`src/rtl/ram_arbiter.sv`:
```
// ram_arbiter: two-port arbiter (CPU and debug/loader) in front of a single-port 16-bit RAM.
//
// Ports:
//   clk, arst_n                 clock and asynchronous active-low reset
//   c_req/c_we/c_byte/c_addr/c_wdata, c_gnt/c_rvalid
//                               CPU request port, grant and read-valid
//   d_req/d_we/d_byte/d_addr/d_wdata/d_lock, d_gnt/d_rvalid
//                               debug request port (with atomic lock), grant and read-valid
//   rdata                       read data shared by both ports, qualified by the owner's rvalid
//   ram_en/ram_we/ram_addr/ram_be/ram_wdata/ram_rdata
//                               RAM side; read data arrives one cycle after the strobe
//
// Grants are combinational in the request cycle. Contention alternates between ports, except
// that a locking debug owner may keep the RAM for up to LOCK_MAX consecutive contended grants.
module ram_arbiter #(
    parameter int unsigned LOCK_MAX = 8
) (
    input  logic        clk,
    input  logic        arst_n,
    input  logic        c_req,
    input  logic        c_we,
    input  logic        c_byte,
    input  logic [15:0] c_addr,
    input  logic [15:0] c_wdata,
    output logic        c_gnt,
    output logic        c_rvalid,
    input  logic        d_req,
    input  logic        d_we,
    input  logic        d_byte,
    input  logic [15:0] d_addr,
    input  logic [15:0] d_wdata,
    input  logic        d_lock,
    output logic        d_gnt,
    output logic        d_rvalid,
    output logic [15:0] rdata,
    output logic        ram_en,
    output logic        ram_we,
    output logic [14:0] ram_addr,
    output logic [1:0]  ram_be,
    output logic [15:0] ram_wdata,
    input  logic [15:0] ram_rdata
);

    localparam int unsigned CntW = (LOCK_MAX < 1) ? 1 : $clog2(LOCK_MAX + 1);
    localparam logic [CntW-1:0] CntMax = CntW'(LOCK_MAX);

    typedef enum logic {OwnCpu = 1'b0, OwnDbg = 1'b1} owner_e;

    owner_e          last_owner_q, last_owner_d;
    logic [CntW-1:0] lock_cnt_q, lock_cnt_d;
    logic            pend_valid_q, pend_valid_d;
    owner_e          pend_owner_q, pend_owner_d;
    logic            pend_byte_q, pend_byte_d;
    logic            pend_a0_q, pend_a0_d;

    logic        lock_ok;
    logic        c_win, d_win;
    logic        sel_we, sel_byte;
    logic [15:0] sel_addr, sel_wdata;

    // Debug keeps ownership only if it already holds the RAM and has budget left.
    assign lock_ok = d_lock && (last_owner_q == OwnDbg) && (lock_cnt_q < CntMax);

    always_comb begin
        c_win = 1'b0;
        d_win = 1'b0;
        if (c_req && d_req) begin
            if (lock_ok || (last_owner_q == OwnCpu)) begin
                d_win = 1'b1;
            end else begin
                c_win = 1'b1;
            end
        end else begin
            c_win = c_req;
            d_win = d_req;
        end
    end

    // Grants are combinational, so they are forced low while reset is held.
    assign c_gnt = c_win & arst_n;
    assign d_gnt = d_win & arst_n;

    assign sel_we    = d_gnt ? d_we    : c_we;
    assign sel_byte  = d_gnt ? d_byte  : c_byte;
    assign sel_addr  = d_gnt ? d_addr  : c_addr;
    assign sel_wdata = d_gnt ? d_wdata : c_wdata;

    always_comb begin
        ram_en    = 1'b0;
        ram_we    = 1'b0;
        ram_addr  = '0;
        ram_be    = 2'b00;
        ram_wdata = '0;
        if (c_gnt || d_gnt) begin
            ram_en    = 1'b1;
            ram_we    = sel_we;
            ram_addr  = sel_addr[15:1];
            ram_be    = sel_byte ? (sel_addr[0] ? 2'b10 : 2'b01) : 2'b11;
            // Replicate the byte so either lane picks it up.
            ram_wdata = sel_byte ? {sel_wdata[7:0], sel_wdata[7:0]} : sel_wdata;
        end
    end

    always_comb begin
        last_owner_d = last_owner_q;
        lock_cnt_d   = lock_cnt_q;
        pend_valid_d = ram_en && !sel_we;
        pend_owner_d = d_gnt ? OwnDbg : OwnCpu;
        pend_byte_d  = sel_byte;
        pend_a0_d    = sel_addr[0];

        if (c_gnt) begin
            last_owner_d = OwnCpu;
        end else if (d_gnt) begin
            last_owner_d = OwnDbg;
        end

        if (c_gnt || !d_lock) begin
            lock_cnt_d = '0;
        end else if (d_gnt && c_req && (lock_cnt_q < CntMax)) begin
            lock_cnt_d = lock_cnt_q + 1'b1;
        end
    end

    always_ff @(posedge clk or negedge arst_n) begin
        if (!arst_n) begin
            last_owner_q <= OwnDbg;
            lock_cnt_q   <= '0;
            pend_valid_q <= 1'b0;
            pend_owner_q <= OwnCpu;
            pend_byte_q  <= 1'b0;
            pend_a0_q    <= 1'b0;
        end else begin
            last_owner_q <= last_owner_d;
            lock_cnt_q   <= lock_cnt_d;
            pend_valid_q <= pend_valid_d;
            pend_owner_q <= pend_owner_d;
            pend_byte_q  <= pend_byte_d;
            pend_a0_q    <= pend_a0_d;
        end
    end

    assign c_rvalid = pend_valid_q && (pend_owner_q == OwnCpu);
    assign d_rvalid = pend_valid_q && (pend_owner_q == OwnDbg);

    always_comb begin
        rdata = '0;
        if (arst_n && pend_valid_q) begin
            if (pend_byte_q) begin
                rdata = {8'h00, (pend_a0_q ? ram_rdata[15:8] : ram_rdata[7:0])};
            end else begin
                rdata = ram_rdata;
            end
        end
    end

endmodule

```
`config.mk`:
```
export PLATFORM = sky130hd
export DESIGN_NAME = ram_arbiter
export DESIGN_NICKNAME = d
export VERILOG_FILES = /design/src/rtl/ram_arbiter.sv
export SDC_FILE = /design/constraint.sdc
export NUM_CORES = 1
export LEC_CHECK = 0
export ABC_AREA = 1
export CAP_MARGIN = 40
export CORE_MARGIN = 4
export CORE_UTILIZATION = 31
export CTS_CLUSTER_DIAMETER = 120
export CTS_CLUSTER_SIZE = 8
export DETAILED_ROUTE_END_ITERATION = 8
export PLACE_DENSITY = 0.84
export REMOVE_ABC_BUFFERS = 1
export SYNTH_ARGS = -nofsm -noshare
export SYNTH_HDL_FRONTEND = slang
export SYNTH_SLANG_ARGS = --single-unit
```
`constraint.sdc`:
```
create_clock -name clk -period 4.1 [get_ports clk]
set_clock_uncertainty 0.2 [all_clocks]
set_input_delay 0.41 -clock clk [delete_from_list [all_inputs] [get_ports clk]]
set_output_delay 0.41 -clock clk [all_outputs]
set_load 0.01 [all_outputs]
```
## Word level (Yosys, flattened, before mapping)

Cells that the tools add are included.
Widths: inputs -> output; s select.

- Add/subtract/negate cells: 1
- $mul: 0
- Divide/modulo/power cells: 0
- Magnitude comparators: 1
- Equal/unequal tests: 0
- Shift operators: 0
- Multiplexer cells: 24
- Bitwise gates (word level): 4
- Reductions and logical operators: 16

Operators with widths:

| operator | count |
|---|---|
| $mux 16 | 6 |
| $mux 15 | 1 |
| $mux 1 | 11 |
| $logic_and 1x1->1 | 9 |
| $mux 4 | 2 |
| $mux 8 | 1 |
| $mux 2 | 3 |
| $add 4x1->4 const B | 1 |
| $lt 4x4->1 const B | 1 |
| $reduce_bool 2->1 | 2 |
| $logic_or 1x1->1 | 3 |
| $and 1x1->1 | 2 |
| $logic_not 1->1 | 2 |
| $not 1->1 | 2 |

- Bits in registers: 9
- Latch bits: 0
- Memory bits (writable): 0
- Memory bits (read-only): 0
- Input port bits: 89
- Output and inout port bits: 55
- Word-level logic and storage cells: 52
- Memories kept: 0

## Longest topological paths before layout

Gate-level depths: netlist (run 1).

- Depth in word-level cells: 10
- Mapped depth: 10
- Gate-level depth less buffers: 9

## Worst setup path after synthesis (run 1)

OpenSTA, ideal clock, no wires.

- Kind: flip-flop to output port
- Start: register last_owner_q
- End: output port ram_wdata[10]
- Arrival: 1292 ps
- Slack: 2198 ps
- Cell stages (with the launch flop): 8
- Path buffers: 1
- Cells stage by stage: dfstp_2 nand3_4 nand2_4 nand2_2 nand2_4 buf_6 nor2_1 nor2_1

- Word-level cells in the longest chain between the ends: 9

RTL lines:

| item | RTL line | text |
|---|---|---|
| start: declaration | 49 | `owner_e last_owner_q, last_owner_d;` |
| start signal: assignment | 127 | `last_owner_q <= OwnDbg;` |
| start signal: assignment | 134 | `last_owner_q <= last_owner_d;` |
| $logic_and 1x1->1 (2 in a row) | 62 | `assign lock_ok = d_lock && (last_owner_q == OwnDbg) && (lock_cnt_q < CntMax);` |
| $logic_or 1x1->1 * | 68 | `if (lock_ok \|\| (last_owner_q == OwnCpu)) begin` |
| $mux 1 | 68 |  |
| $mux 1 | 67 | `if (c_req && d_req) begin` |
| $and 1x1->1 | 81 | `assign d_gnt = d_win & arst_n;` |
| $mux 16 / $mux 1 (equally long branches) | 86, 84 |  |
| $mux 16 | 100 | `ram_wdata = sel_byte ? {sel_wdata[7:0], sel_wdata[7:0]} : sel_wdata;` |
| $mux 16 * | 94 | `if (c_gnt \|\| d_gnt) begin` |
| end: declaration | 40 | `output logic [15:0] ram_wdata,` |

Mark *: on every way between the ends. The rest lies on a longest branch, timed or not.

## Worst setup path in the final report (run 1)

- Start: input port arst_n
- End: output port ram_wdata[8]

- Word-level cells in the longest chain between the ends: 4

RTL lines:

| item | RTL line | text |
|---|---|---|
| start: declaration | 19 | `input logic arst_n,` |
| $and 1x1->1 | 81 |  |
| $mux 16 / $mux 1 (equally long branches) | 86, 84 |  |
| $mux 16 | 100 |  |
| $mux 16 * | 94 |  |

Marks and branches as above.

==> results.yml, run 1 <==
finish:
  finalNetCount: 491
  area_growth_pct: 109
  drive_gt1_share_pct: 4.00
  final_cell_count_no_fill: 450
  fin_area_um2: 2830
  antenna-diode-count: 0
synth:
  netlist_area_um2: 1360
  synthCells: 263
  synth_seq_cells: 9
  syn_area_per_cell_um2: 5.16
  synth_warnings: 0
  synth-seq-area-share_pct: 16.7
  ys_types: 25
sta:
  slew_headroom_pct: 66.2
  period_needed_ns: 3.41
  worst_hold_slack_ns: 0.271
  hold_violations: 0
  fin_crit_sh_pct: 83.1
  finalSetupViolCount: 0
  slew_viol_final: 0
  rsz0062_at_grt: "no"
  tns_ns: 0
  max_clock_freq_ghz: 0.294
  worst_slack_ns: 0.695
  tightest_slew_ns: 0.503
drt:
  drt_pre_antenna_iters: 5
  route.met3.wl_um: 646
  top_layer: "met4"
  post_drt_wl_per_cell_um: 12.2
  avgViaCountPerCell: 4.57
  drc_errors: 0
  drtIter0Drc: 49
  vias: 2057
  drt-met1-wl_um: 2020
  drtAntennaViolNets: 0
  wirelength_um: 5510
  route.met2.wl_um: 2750
global_route:
  grt_pass1_wl_um: 8110
  grt_pass1_vias: 1879
  grtUsageTotal_pct: 18.3
  grt-ovfl-total: 0
  grt_max_degree: 36
  antenna_found_initial: 0
critical_path:
  start_kind: "primary input"
  crit_arrival_ns: 2.80
  worst-path-max-fanout: 35
  cp.required_ns: 3.49
  criticalPathCategory: "primary input to output port"
  crit_path_end_kind: "output port"
pwr:
  clockPowerShare_pct: 20.7
  powerDensity_nw_per_um2: 171
  pwr-share-comb_pct: 59.1
  seqPwrFrac_pct: 20.2
  switching_power_mw: 0.159
  p_leak_nw: 1.35
  ir_worst_vdd_v: 0.000117
  p_sw_share_pct: 32.7
  internal_power_mw: 0.327
clocking:
  ctsHoldBuffers: 0
  clock-sinks: 9
  insertion_delay_ns: 0.23
  cts_max_level: 1
  clk_path_buf_depth: 2
  clk_pin_slew_ns: 0.04
  ctsResizeCount: 0
  cts-root-buf: "clkbuf_8"
  cts_tree: "built"
  post_cts_buffers: 0
  cts_made_buffers: 3
place:
  gp_congestion: 0.790
  postPlaceCellArea_um2: 2790
  place_ws_ns: 0.676
  place_hpwl_um: 4490
  portBuffers: 143
  place_inst: 446
die:
  dieArea_um2: 5500
  core_um2: 4120
  rows: 23
  start_util_pct: 33.0
  fp.dieW_um: 74.1
  num_io_pins: 144
  fp.dieH_um: 74.1
flow_run:
  drv_cap: 0
worst_hold_path:
  hp-class: "primary input to async pin"
status:
  status: "finished clean"
==> cells by family after synthesis <==
kind of cell	after synthesis	share of synthesized area [%]
AO/OA/AOI/OAI	35	14.6
flip-flops	9	16.7
AND/OR/NAND/NOR	166	50.6
adder cells (fa/ha/maj)	1	0.922
buffers and inverters	51	16.6
XOR/XNOR	1	0.646
==> sequential cells by signal, summed over array words and instances, names as in the netlist <==
name,flops
last_owner_q,1
lock_cnt_q,4
pend_a0_q,1
pend_byte_q,1
pend_owner_q,1
pend_valid_q,1
==> through the flow <==
| stage | power [mW] | util [%] |
|---|---|---|
| 2_1_floorplan | 0.209 | - |
| 3_3_place_gp | 0.385 | 67.8 |
| 3_5_place_dp | 0.388 | 67.8 |
| 4_1_cts | 0.489 | 68.9 |
| 5_1_grt | 0.521 | 68.9 |
| 6_report | 0.486 | 68.9 |
==> worst max-delay path: stages <==
cell	delay, ns
clkdlybuf4s50_1	0.45
buf_4	0.18
nand2_1	0.08
inv_2	0.18
nand2_4	0.25
inv_4	0.34
nand2_1	0.11
nand2_1	0.07
nor2_1	0.04
nor2_1	0.11
clkdlybuf4s50_1	0.56
==> routing by layer <==
| metal | vias to the layer above | GRT usage [%] |
|---|---|---|
| met4 | 0 | 5.43 |
| li1 | 1077 | - |
| met5 | - | 0 |
| met1 | 868 | 19.7 |
| met3 | 8 | 4.73 |
| met2 | 104 | 34.8 |
==> path summary, 6_finish.rpt <==
kind	slack, ns	startpoint	end	cells after the start
max in group asynchronous	3.21	arst_n	last_owner_q	2
max reg2reg	2.20	last_owner_q	pend_valid_q	5
max	0.69	arst_n	ram_wdata[8]	11
min reg2reg	0.30	last_owner_q	last_owner_q	2
min in group clk	0.30	last_owner_q	last_owner_q	2
min	0.27	arst_n	lock_cnt_q[1]	2
==> layout make-up <==
class	count	area [µm²]
Tap cell	50	62.6
Inverter	39	149
Clock buffer	4	45.0
Fill cell	375	1280
Timing Repair Buffer	145	1450
Multi-Input combinational cell	203	905
Sequential cell	9	226
==> power by group through the flow <==
stage               logic, mW  registers [mW]  clock network (mW)
finish                  0.287          0.0983               0.101
global route            0.315          0.0992               0.107
CTS                     0.289          0.0984               0.101
detailed placement      0.288          0.0996                   0
global placement        0.286          0.0991                   0
floorplan               0.110          0.0988                   0
==> placed cells by master, fill, tap and decap left out <==
| cell type | n |
|---|---|
| inv_2 | 2 |
| or2_2 | 1 |
| nor2_1 | 68 |
| inv_1 | 36 |
| inv_4 | 1 |
| clkbuf_1 | 1 |
| nand2_2 | 2 |
| nand2_1 | 73 |
| dfrtp_1 | 8 |
| o21ai_0 | 16 |
| and2_1 | 1 |
| dfstp_2 | 1 |
| clkdlybuf4s50_1 | 143 |
| nand3_1 | 16 |
| nand3_4 | 1 |
| nor3_1 | 1 |
| ha_1 | 1 |
| a211oi_1 | 8 |
| a21oi_1 | 10 |
| nand2_4 | 2 |
| clkbuf_8 | 3 |
| nor2_2 | 1 |
| buf_4 | 2 |
| a21boi_1 | 1 |
| xor2_1 | 1 |
==> synthesized netlist by cell type <==
master     n  share of area [%]
a211oi_1   8                4.4
a21boi_1   1               0.55
a21oi_1   10                3.7
and2_1     1               0.46
buf_2      4                1.5
buf_4      3                1.7
buf_6      2                1.7
clkbuf_1   3               0.83
dfrtp_1    8                 15
dfstp_2    1                1.9
ha_1       1               0.92
inv_1     36                 10
inv_2      2               0.55
inv_4      1               0.46
nand2_1   73                 20
nand2_2    2               0.92
nand2_4    2                1.7
nand3_1   16                5.9
nand3_4    1                1.3
nor2_1    68                 19
nor2_2     1               0.46
nor3_1     1               0.37
o21ai_0   16                5.9
or2_2      1               0.46
xor2_1     1               0.65
No activity file was read; power rests on OpenSTA's default activity.
==> run 2: changes to the inputs <==
Settings changed: CORE_UTILIZATION 31 to 29, PLACE_DENSITY 0.84 to 0.79.
Clock period 4.1 ns to 3.5 ns, I/O delays scaled along.
==> results.yml, run 2 (synthesis results as in run 1) <==
status:
  status: "finished clean"
critical_path:
  r2r_cells: 7
  worst-path-max-fanout: 29
  slowest_stage: "clkdlybuf4s50_1"
  crit_start: "d_lock"
  crit_arrival_ns: 2.49
  worst_path_dominant_cell_family: "buffers and inverters"
  crit_path_end_kind: "output port"
  crit_path_end: "ram_wdata[10]"
  cp.required_ns: 2.95
  regToRegEndpoint: "pend_valid_q"
  reg2reg_slack_ns: 1.80
  cp_slowest_stage_delay_ns: 0.56
  start_kind: "primary input"
  path_cells: "clkdlybuf4s50_1, nand2_2, nand3_4, nand2_4, inv_4, nand2_1, nand2_1, nor2_1, nor2_1, clkdlybuf4s50_1"
  criticalPathCategory: "primary input to output port"
  cp.depth: 10
  r2r_start: "lock_cnt_q[3]"
  path_buf_inv: 3
clocking:
  cts_tree: "built"
  clk_path_buf_depth: 2
  clk_pin_slew_ns: 0.04
  cts-root-buf: "clkbuf_8"
  post_cts_buffers: 0
  clock-sinks: 9
  ctsHoldBuffers: 0
  cts_max_level: 1
  ctsResizeCount: 0
  cts_made_buffers: 3
  insertion_delay_ns: 0.23
finish:
  largest_reg_flops: 4
  drive_gt1_share_pct: 4.24
  layout_commonest_cell: "clkdlybuf4s50_1"
  top_register: "lock_cnt_q"
  final_cell_mix: "143 x clkdlybuf4s50_1, 73 x nand2_1, 68 x nor2_1"
  antenna-diode-count: 0
  final_util_pct: 64.0
  fin_area_um2: 2840
  finalNetCount: 492
  area_growth_pct: 110
global_route:
  grtUsageTotal_pct: 18.1
  grt_pass1_wl_um: 8820
  antenna_found_initial: 0
  grt_pass1_vias: 2014
  grt_max_degree: 30
  grt-ovfl-total: 0
flow_run:
  drv_cap: 0
drt:
  drc_errors: 0
  vias: 2080
  drtIter0Drc: 55
  drt_pre_antenna_iters: 4
  drtAntennaViolNets: 0
  wirelength_um: 5510
  post_drt_wl_per_cell_um: 12.2
  avgViaCountPerCell: 4.59
sta:
  max_clock_freq_ghz: 0.329
  finalSetupViolCount: 0
  fin_crit_sh_pct: 87.0
  slew_viol_final: 0
  period_needed_ns: 3.04
  rsz0062_at_grt: "no"
  slew_headroom_pct: 72.6
  tightest_slew_ns: 0.410
  hold_violations: 0
  tns_ns: 0
die:
  start_util_pct: 30.5
  dieArea_um2: 5830
  fp.dieW_um: 76.4
  rows: 24
  fp.dieH_um: 76.4
  num_io_pins: 144
  core_um2: 4440
place:
  gp_congestion: 0.849
  place_hpwl_um: 4540
  portBuffers: 143
  postPlaceCellArea_um2: 2800
pwr:
  powerDensity_nw_per_um2: 201
  p_leak_nw: 1.35
  ir_worst_vdd_v: 0.0000918
worst_hold_path:
  hp-class: "primary input to async pin"
run 2: cell count changes in the layout (fill, tap and decap cells not counted):
cell,previous run,this run
buf_4,2,3
run 2: layout make-up:
class                   instances  area [µm²]
clock buffers                   4        45.0
fillers                       420        1600
inverters                      39         149
multi-input cells             203         905
flip-flops and latches          9         226
well taps                      52        65.1
repair buffers                146        1450
run 2: worst min-delay path by stage:
stage / depth (start not counted) / slack, ns / end / startpoint
after global routing: 2 / 0.26 / lock_cnt_q[2] / arst_n
after CTS: 2 / 0.25 / lock_cnt_q[2] / arst_n
after global placement: 2 / 0.29 / last_owner_q / last_owner_q
after floorplan: 0 / -0.15 / lock_cnt_q[0] / arst_n
after detailed placement: 2 / 0.29 / last_owner_q / last_owner_q
final: 2 / 0.26 / lock_cnt_q[0] / arst_n
run 2: report_power, final:
group | switching (mW) | leakage (nW) | internal, mW | total, mW
clock network | 0.0416 | 0.0228 | 0.0794 | 0.121
logic | 0.143 | 1.21 | 0.194 | 0.337
registers | 0.00378 | 0.116 | 0.111 | 0.115
total | 0.188 | 1.35 | 0.384 | 0.573
run 2: routing by layer:
metal	vias to the layer above	wire, µm	track usage (%)
li1	1086	-	-
met1	874	2110	18.1
met2	111	2620	33.7
met3	9	680	7.92
met4	0	98	5.25
met5	-	0	0
run 2: per-stage QoR:
stage | power (mW) | cells | hold slack (ns) | setup slack [ns]
after global placement | 0.453 | 449 | 0.285 | 0.508
after detailed placement | 0.455 | 449 | 0.291 | 0.483
after global routing | 0.616 | 453 | 0.256 | 0.229
after floorplan | 0.245 | 251 | -0.146 | 1.52
final | 0.573 | 453 | 0.258 | 0.457
after CTS | 0.581 | 453 | 0.253 | 0.439
==> run 3: changes to the inputs <==
Settings changed: CTS_BUF_LIST set to sky130_fd_sc_hd__clkbuf_16.
==> results.yml, run 3 (synthesis results as in run 1) <==
critical_path:
  worst-path-max-fanout: 29
  criticalPathCategory: "primary input to output port"
  r2r_start: "lock_cnt_q[3]"
  crit_arrival_ns: 2.46
  crit_start: "d_lock"
  cp.required_ns: 2.95
  start_kind: "primary input"
  crit_path_end_kind: "output port"
drt:
  vias: 2076
  avgViaCountPerCell: 4.58
  post_drt_wl_per_cell_um: 12.1
  wirelength_um: 5500
  drt_pre_antenna_iters: 4
  drtAntennaViolNets: 0
  drc_errors: 0
  drtIter0Drc: 61
sta:
  hold_violations: 0
  rsz0062_at_grt: "no"
  tns_ns: 0
  finalSetupViolCount: 0
  worst_slack_ns: 0.486
  fin_crit_sh_pct: 86.1
  slew_viol_final: 0
  period_needed_ns: 3.01
  tightest_slew_ns: 0.410
  max_clock_freq_ghz: 0.332
  slew_headroom_pct: 72.6
die:
  rows: 24
  start_util_pct: 30.5
  num_io_pins: 144
  core_um2: 4440
  fp.dieH_um: 76.4
  fp.dieW_um: 76.4
  dieArea_um2: 5830
clocking:
  cts_tree: "built"
  cts_max_level: 1
  ctsResizeCount: 0
  cts-root-buf: "clkbuf_16"
  insertion_delay_ns: 0.24
  clock-sinks: 9
  clk_path_buf_depth: 2
  post_cts_buffers: 0
  ctsHoldBuffers: 0
  cts_made_buffers: 3
  clk_pin_slew_ns: 0.04
finish:
  finalNetCount: 492
  largest_reg_flops: 4
  drive_gt1_share_pct: 4.24
  top_register: "lock_cnt_q"
  antenna-diode-count: 0
  layout_commonest_cell: "clkdlybuf4s50_1"
  final_cell_mix: "143 x clkdlybuf4s50_1, 73 x nand2_1, 68 x nor2_1"
  area_growth_pct: 112
global_route:
  grt-ovfl-total: 0
  grt_pass1_wl_um: 8800
  grt_max_degree: 30
  antenna_found_initial: 0
  grtUsageTotal_pct: 18.1
  grt_pass1_vias: 2010
place:
  gp_congestion: 0.849
  portBuffers: 143
  place_ws_ns: 0.483
  place_hpwl_um: 4540
pwr:
  ir_worst_vdd_v: 0.000126
  p_leak_nw: 1.37
  powerDensity_nw_per_um2: 226
status:
  status: "finished clean"
worst_hold_path:
  hp-class: "primary input to async pin"
flow_run:
  drv_cap: 0
==> run 3: cell count changes in the layout (fill, tap and decap cells not counted) <==
cell,change
clkbuf_16,+3
clkbuf_8,-3
clkbuf_1,-1
inv_1,+1
==> run 3: path summary, 6_finish.rpt <==
| path | endpoint | depth (start not counted) | slack, ns |
|---|---|---|---|
| max | ram_wdata[10] | 10 | 0.49 |
| min | lock_cnt_q[2] | 2 | 0.26 |
| max reg2reg | pend_valid_q | 7 | 1.80 |
| min reg2reg | last_owner_q | 2 | 0.29 |
| max in group asynchronous | last_owner_q | 2 | 2.62 |
| min in group clk | last_owner_q | 2 | 0.29 |
==> run 3: power breakdown <==
part / switching (mW) / total [mW] / internal (mW)
Clock: 0.0495 / 0.199 / 0.149
Combinational: 0.143 / 0.337 / 0.194
Sequential: 0.00377 / 0.115 / 0.111
Total: 0.197 / 0.651 / 0.454
==> run 3: through the flow <==
step                      std cells  hold WS (ns)  area (µm²)  util (%)  total power [mW]
after detailed placement        449         0.291        2800      63.0             0.455
after CTS                       453         0.256        2880      64.8             0.658
after floorplan                 251        -0.146        1280         -             0.245
after global routing            453         0.262        2880      64.8             0.693
after global placement          449         0.285        2800      63.0             0.453
final                           453         0.260        2880      64.8             0.651
==> run 3: layer usage <==
layer  routed length, µm  GRT usage [%]
met5                   0              0
met4                  92           5.25
met3                 664           7.80
met2                2610           33.7
met1                2140           18.1
==> run 3: cell type report <==
class | instances | area [µm²]
clock buffer | 3 | 75.1
tap | 52 | 65.1
clock inverter | 1 | 3.75
sequential | 9 | 226
multi-input combinational | 203 | 905
fill | 413 | 1570
inverter | 39 | 149
timing repair buffer | 146 | 1450
==> run 3: critical path: stages <==
cell and delay (ns):
clkdlybuf4s50_1 0.55, nand2_2 0.10, nand3_4 0.13, nand2_4 0.14, inv_4 0.27, nand2_1 0.12
nand2_1 0.09, nor2_1 0.05, nor2_1 0.11, clkdlybuf4s50_1 0.55
